$ cat config.mk
export PLATFORM = sky130hd
export DESIGN_NAME = alu_seq_exec
export DESIGN_NICKNAME = d
export VERILOG_FILES = /design/src/rtl/alu_seq_exec.sv
export SDC_FILE = /design/constraint.sdc
export NUM_CORES = 1
export LEC_CHECK = 0
export ABC_AREA = 1
export CAP_MARGIN = 20
export CELL_PAD_IN_SITES_DETAIL_PLACEMENT = 0
export CELL_PAD_IN_SITES_GLOBAL_PLACEMENT = 1
export CORE_ASPECT_RATIO = 1.4
export CORE_UTILIZATION = 43
export DETAILED_ROUTE_END_ITERATION = 7
export PLACE_DENSITY = 0.93
export SYNTH_ARGS = -nofsm -noshare
export SYNTH_HDL_FRONTEND = slang
export SYNTH_SLANG_ARGS = --single-unit
$ cat constraint.sdc
create_clock -name clk -period 4 [get_ports clk]
set_input_delay 0.6 -clock clk [delete_from_list [all_inputs] [get_ports clk]]
set_output_delay 0.6 -clock clk [all_outputs]
set_load 0.1 [all_outputs]
$ cat src/rtl/alu_seq_exec.sv
// Execution-stage ALU. Single-cycle ADD/SUB/AND/OR/XOR/SLT; SLL/SRL/SRA are
// iterated one bit position per cycle. Valid/ready handshake on both sides.
//
// Ports:
//   clk, reset          rising-edge clock, synchronous active-high reset
//   in_valid/in_ready   operation handshake (ALUcontrol_In, operand_a, operand_b)
//   ALUcontrol_In       4-bit op code from the ALU control decoder
//   operand_a/operand_b rs1 and rs2/immediate; shift amount in operand_b[SHAMT_W-1:0]
//   out_valid/out_ready result handshake
//   result, zero        registered result and (result == 0)
//   busy                high while an operation is in flight (SHIFT or DONE)
module alu_seq_exec #(
  parameter int unsigned WIDTH   = 32,
  parameter int unsigned SHAMT_W = $clog2(WIDTH)
) (
  input  logic               clk,
  input  logic               reset,
  input  logic               in_valid,
  output logic               in_ready,
  input  logic [3:0]         ALUcontrol_In,
  input  logic [WIDTH-1:0]   operand_a,
  input  logic [WIDTH-1:0]   operand_b,
  output logic               out_valid,
  input  logic               out_ready,
  output logic [WIDTH-1:0]   result,
  output logic               zero,
  output logic               busy
);

  localparam logic [3:0] OP_ADD = 4'b0000;
  localparam logic [3:0] OP_SUB = 4'b0001;
  localparam logic [3:0] OP_AND = 4'b0010;
  localparam logic [3:0] OP_OR  = 4'b0011;
  localparam logic [3:0] OP_XOR = 4'b0100;
  localparam logic [3:0] OP_SLL = 4'b0101;
  localparam logic [3:0] OP_SRL = 4'b0110;
  localparam logic [3:0] OP_SRA = 4'b0111;
  localparam logic [3:0] OP_SLT = 4'b1000;

  typedef enum logic [1:0] {
    S_IDLE  = 2'd0,
    S_SHIFT = 2'd1,
    S_DONE  = 2'd2
  } state_t;

  state_t               state_q, state_n;
  logic [SHAMT_W-1:0]   cnt_q, cnt_n;
  logic [WIDTH-1:0]     work_q, work_n;
  logic [3:0]           op_q, op_n;
  logic [WIDTH-1:0]     result_n;
  logic                 zero_n;
  logic [WIDTH-1:0]     shifted_c;
  logic                 in_is_shift_c;
  logic [SHAMT_W-1:0]   in_shamt_c;

  // Single-cycle datapath; unassigned codes fall back to ADD like the decoder.
  function automatic logic [WIDTH-1:0] alu_f(input logic [3:0]       op,
                                             input logic [WIDTH-1:0] a,
                                             input logic [WIDTH-1:0] b);
    logic [WIDTH-1:0] r;
    case (op)
      OP_SUB:  r = a - b;
      OP_AND:  r = a & b;
      OP_OR:   r = a | b;
      OP_XOR:  r = a ^ b;
      OP_SLT:  r = WIDTH'($signed(a) < $signed(b));
      default: r = a + b;
    endcase
    return r;
  endfunction

  assign in_is_shift_c = (ALUcontrol_In == OP_SLL) || (ALUcontrol_In == OP_SRL) ||
                         (ALUcontrol_In == OP_SRA);
  assign in_shamt_c    = operand_b[SHAMT_W-1:0];

  // One-bit step of the latched shift op.
  always_comb begin
    case (op_q)
      OP_SLL:  shifted_c = {work_q[WIDTH-2:0], 1'b0};
      OP_SRA:  shifted_c = {work_q[WIDTH-1], work_q[WIDTH-1:1]};
      default: shifted_c = {1'b0, work_q[WIDTH-1:1]};
    endcase
  end

  // Next-state and next-datapath logic.
  always_comb begin
    state_n  = state_q;
    cnt_n    = cnt_q;
    work_n   = work_q;
    op_n     = op_q;
    result_n = result;
    case (state_q)
      S_IDLE: begin
        if (in_valid) begin
          op_n = ALUcontrol_In;
          if (in_is_shift_c && (in_shamt_c != '0)) begin
            work_n  = operand_a;
            cnt_n   = in_shamt_c;
            state_n = S_SHIFT;
          end else begin
            result_n = in_is_shift_c ? operand_a : alu_f(ALUcontrol_In, operand_a, operand_b);
            state_n  = S_DONE;
          end
        end
      end
      S_SHIFT: begin
        work_n = shifted_c;
        cnt_n  = cnt_q - SHAMT_W'(1);
        // Last step: the counter is about to reach zero.
        if (cnt_q == SHAMT_W'(1)) begin
          result_n = shifted_c;
          state_n  = S_DONE;
        end
      end
      S_DONE: begin
        if (out_ready) state_n = S_IDLE;
      end
      default: state_n = S_IDLE;
    endcase
    zero_n = (result_n == '0);
  end

  // State and registered outputs; handshake flags follow the next state.
  always_ff @(posedge clk) begin
    if (reset) begin
      state_q   <= S_IDLE;
      cnt_q     <= '0;
      work_q    <= '0;
      op_q      <= OP_ADD;
      result    <= '0;
      zero      <= 1'b0;
      in_ready  <= 1'b1;
      out_valid <= 1'b0;
      busy      <= 1'b0;
    end else begin
      state_q   <= state_n;
      cnt_q     <= cnt_n;
      work_q    <= work_n;
      op_q      <= op_n;
      result    <= result_n;
      zero      <= zero_n;
      in_ready  <= (state_n == S_IDLE);
      out_valid <= (state_n == S_DONE);
      busy      <= (state_n != S_IDLE);
    end
  end

endmodule

Word level (Yosys, flattened, before mapping)
Index checks and enable logic that the tools add are counted.
- reductions and logical operators: 11
- equality and inequality tests: 16
- multiply operators: 0
- $add $sub $neg: 3
- bitwise gates (word level): 3
- div/mod/pow operators: 0
- shift-type cells: 0
- multiplexer cells: 18
- magnitude comparators: 1
- operators with widths (kind ; count):
    2-to-1 mux 32 bit ; 6
    one-hot mux 32 bit (2 select lines) ; 3
    one-hot mux 32 bit (5 select lines) ; 1
    adder 32 bit ; 1
    bitwise AND 32 bit ; 1
    zero test 32 bit ; 1
    < comparator 32 bit ; 1
    OR 32 bit ; 1
    subtractor 32 bit ; 1
    XOR 32 bit ; 1
    == test 4 x 3 -> 1 bit (second input constant) ; 6
    2-to-1 mux 5 bit ; 2
    one-hot mux 5 bit (2 select lines) ; 1
    == test 4 x 2 -> 1 bit (second input constant) ; 2
    2-to-1 mux 2 bit ; 4
    one-hot mux 2 bit (3 select lines) ; 1
    == test 5 x 1 -> 1 bit (second input constant) ; 1
    nonzero test 5 bit ; 1
    subtractor 5 x 1 -> 5 bit (second input constant) ; 1
    == test 2 bit (second input constant) ; 2
    == test 4 x 1 -> 1 bit (second input constant) ; 1
    == test 4 bit (second input constant) ; 1
    zero test 2 bit ; 2
    inequality test 2 bit (second input constant) ; 2
    other kinds (6) ; 8
- input bits: 72
- latch bits: 0
- ROM bits: 0
- memories: 0
- bits in registers: 79
- output and inout bits: 36
- RAM bits: 0

Logic depth before layout (Yosys ltp)
- depth in word-level cells: 8
- mapped depth: 24
- gate-level depth less buffers: 24

Worst setup path before layout
No wires, ideal clock.
- path kind: in2reg
- start point: input port operand_a[0]
- end point: register zero
- cell stages on the path: 24
- arrival: 2.547 ns
- buffers on the path: 0
- slack: 1.341 ns
- cell sequence: inv_1 -> ha_1 -> inv_1 -> fa_1 -> nand2_1 -> nand2_1 -> nand3_1 -> nand2_1 -> nand2_1 -> nand2_1 -> nand2_1 -> nand2_1 -> nand3_1 -> nand2_1 -> nand2_1 -> nand3_1 -> nand2_1 -> nand3_1 -> nand2_1 -> nand2_1 -> nand2_1 -> nand2_1 -> nand4_1 -> nor2_1
- longest elaborated chain between the ends: 7
- ends and longest elaborated chain (element ; line ; source):
    start: declaration ; 21 ; input logic [WIDTH-1:0] operand_a,
    adder 32 bit, or another cell as far along ; 67 ; default: r = a + b;
    one-hot mux 32 bit (5 select lines) ; 61 ; case (op)
    2-to-1 mux 32 bit (*) ; 101 ; result_n = in_is_shift_c ? operand_a : alu_f(ALUcontrol_In, operand_a, operand_b);
    2-to-1 mux 32 bit (*) ; 96 ; if (in_is_shift_c && (in_shamt_c != '0)) begin
    2-to-1 mux 32 bit (*) ; 94 ; if (in_valid) begin
    one-hot mux 32 bit (2 select lines) (*) ; 92 ; case (state_q)
    zero test 32 bit (*) ; 120 ; zero_n = (result_n == '0);
    end signal: assignment ; 141 ; zero <= zero_n;
    end: declaration ; 26 ; output logic zero,
Mark *: on every way between the ends. The rest lies on a longest branch, timed or not.
A chain may end at the register's enable or synchronous reset.

Worst setup path after layout
- start point: input port operand_a[19]
- end point: register zero
The elaborated chain is that of the path after synthesis.

==> results <==
## power groups by stage
| stage | combinational, W | clock, W | sequential, W |
|---|---|---|---|
| after CTS | 0.00201 | 0.000858 | 0.000898 |
| after global routing | 0.00219 | 0.000888 | 0.000905 |
| after global placement | 0.00199 | 0 | 0.000912 |
| after detailed placement | 0.00200 | 0 | 0.000914 |
| after floorplan | 0.000961 | 0 | 0.00120 |
| final | 0.00204 | 0.000848 | 0.000899 |
## metrics by stage
stage	utilization, %	power (W)	setup TNS, ns
after floorplan	-	0.00217	0
after global placement	53.4	0.00290	-0.191
after detailed placement	53.4	0.00291	-0.149
after CTS	54.7	0.00376	0
after global routing	54.7	0.00399	0
final	54.7	0.00379	0
## cells in the final DEF, fill, tap and decap left out, types with 6 or more instances in the layout
master           Yosys  routed
a211oi_1            29      29
a21oi_1            159     158
a31oi_1             30      30
a32o_1               6       6
buf_4                3     153
clkbuf_16            0       9
clkdlybuf4s50_1      0     106
dfxtp_1             79      79
ha_1                98      98
inv_1              254     254
inv_2                7       7
mux2i_1              9       9
nand2_1            565     565
nand3_1            164     164
nand3b_1             6       6
nand4_1             24      24
nor2_1             180     178
nor2_2               4       6
nor3_1              20      20
o211ai_1             6       6
o21ai_0             69      69
o21ai_1              6       6
o21bai_1            10      10
o22ai_1             41      41
or2_2                6       6
xor2_1               6       6
## sequential cells by signal, indices dropped and copies added, names as in the netlist
name and cells:
busy 1, cnt_q 5, in_ready 1, op_q 4
out_valid 1, result 32, state_q 2, work_q 32
zero 1
## area by class of cell
type / count / area, µm²
clock buffers: 11 / 253
fillers: 2630 / 10900
flip-flops and latches: 79 / 1580
clock inverters: 5 / 56.3
well taps: 310 / 388
repair buffers: 262 / 2250
inverters: 262 / 983
multi-input cells: 1476 / 7700
## worst paths after layout
kind,start,end,slack [ns],depth (start not counted)
worst min register to register,op_q[2],op_q[2],0.47,2
worst max register to register,cnt_q[0],zero,0.88,17
worst min-delay path,op_q[2],op_q[2],0.47,2
worst max-delay path,operand_a[19],zero,0.12,21
## worst min-delay path, cell delays in order (launching register included)
cell and delay, ns:
dfxtp_1 0.30, inv_1 0.06, a21oi_1 0.06
## timing repair
action	4_1_cts	5_1_grt
setup endpoints to repair	0	1
hold buffers	0	0
buffers inserted	0	0
gates resized for setup	0	2
## per-layer routing
| layer | up-vias | part of all wire (%) | GRT usage, % |
|---|---|---|---|
| met4 | 2 | 3.8 | 14.4 |
| met2 | 587 | 47 | 62.9 |
| met5 | - | 0.027 | 0 |
| met1 | 6280 | 43 | 48.8 |
| li1 | 6606 | - | - |
| met3 | 93 | 6.5 | 2.38 |
## logic make-up (layout without fill, tap and decap cells)
logic type,Yosys count,count (layout),share of synthesized area (%)
AOI/OAI and AO/OA,381,381,20.8
muxes,9,9,0.847
xor gates and xnor gates,7,7,0.577
buffers and inverters,339,540,12.8
and+or+nand+nor,979,979,38.2
adders and majority gates,100,100,11.9
DFF,79,79,14.9
==> results.json <==
{
  "ir_drop_v": 0.000461,
  "fin_area_um2": 13200,
  "synth-main-ff-cell": "dfxtp_1",
  "initial_core_util_pct": 44.0,
  "port_buffers": 107,
  "grt_pass1_vias": 12700,
  "startpoint_type": "primary input",
  "via_per_inst": 5.64,
  "path_cells": "clkdlybuf4s50_1 > inv_1 > ha_1 > nor2_1 > buf_4 > nand2_1 > nor2_2 > nand4_1 > nand3_1 > nand2_1 > nand3_1 > nand2_1 > nand3_1 > nand2_1 > nand2_1 > nand2_1 > nand2_1 > nand3_1 > nor2_1 > nand3_1 > nor2_1",
  "routed_wl_um": 47400,
  "gp_routability_congestion": 0.990,
  "hold_class": "reg -> reg",
  "cp_common_cell": "nand2_1",
  "drive_gt1_share_pct": 9.59,
  "firstDrtPassIters": 6,
  "powerDensity_nw_per_um2": 286,
  "fin_crit_sh_pct": 96.9,
  "yosysTopAreaCell": "nand2_1",
  "clk_path_buf_depth": 2,
  "syn_area_per_cell_um2": 5.61,
  "cp_top_family": "simple AND/OR/NAND/NOR gates",
  "setup_viol": 0,
  "fp.dieW_um": 135,
  "path_class": "in -> reg",
  "intPower_w": 0.00204,
  "synthCells": 1894,
  "endpoint_kind": "register",
  "crit_buf_inv": 3,
  "synthArstFlopShare_pct": 0,
  "whs_ns": 0.472,
  "cts-root-buf": "clkbuf_16",
  "grt_use_total_pct": 37.2,
  "status": "finished, final reports clean",
  "synth.net_count": 2066,
  "synth_common_cells": "565 x nand2_1, 254 x inv_1, 180 x nor2_1",
  "yosys_warnings": 0,
  "htree_levels": 3,
  "finalNonFillerCells": 2405,
  "die_y_um": 188,
  "post-place-ws_ns": -0.149,
  "drtIter0Drc": 1167,
  "drc": 0,
  "worstPathMaxFanout": 4,
  "grt_remaining_overflow": 0,
  "synthMostInstantiatedCell": "nand2_1",
  "antenna_found_initial": 1,
  "worstSkewPairLatency_ns": 0.34,
  "synth_area_um2": 10600,
  "syn_to_final_growth_pct": 24.3,
  "p_leak_nw": 6.53,
  "antennaDiodeCount": 0,
  "pwr-share-comb_pct": 53.9,
  "ios": 108,
  "seq_power_share_pct": 23.7,
  "sw_frac_of_total_pct": 46.1,
  "clkSlewWorstSetupHoldPaths_ns": 0.06,
  "fmax_mhz": 258,
  "drv_cap": 0,
  "place_inst": 2389,
  "clkPwrFrac_pct": 22.4,
  "tightestPinTransition_ns": 1.02,
  "wl_per_cell_um": 19.7,
  "dp_hpwl_um": 38800,
  "tritoncts": "built",
  "slowest_stage": "clkdlybuf4s50_1",
  "synth_edf_count": 0,
  "cts_buffers": 9,
  "layout_setup_ws_ns": 0.123,
  "numClockSinks": 79,
  "layout.nets": 2262,
  "synth.top_cell.area_share_pct": 19.9,
  "core_area_um2": 24100,
  "arrival_ns": 4.16,
  "slew_viol_final": 0,
  "switching_power_w": 0.00174,
  "grt_pass1_wl_um": 71900,
  "synth_cell_types": 45,
  "fp.dieArea_um2": 25400,
  "ys_top_cells_by_area": "nand2_1 20%, dfxtp_1 15%, ha_1 12%",
  "grt_max_degree": 44,
  "rows": 67,
  "drtAntennaViolNets": 0,
  "placed_area_um2": 12900,
  "vias": 13600,
  "critPathRequiredTime_ns": 4.28,
  "finalCriticalPeriod_ns": 3.88,
  "finalHoldViolations": 0,
  "synth_seq_area_share_pct": 14.9,
  "yosys_register_bits": 79,
  "relSlewSlack_pct": 32.3,
  "finClkSkew_ns": 0.00671,
  "slowest_delay_ns": 0.60,
  "rsz0062_at_grt": "no"
}
(Power assumes the default switching activity.)
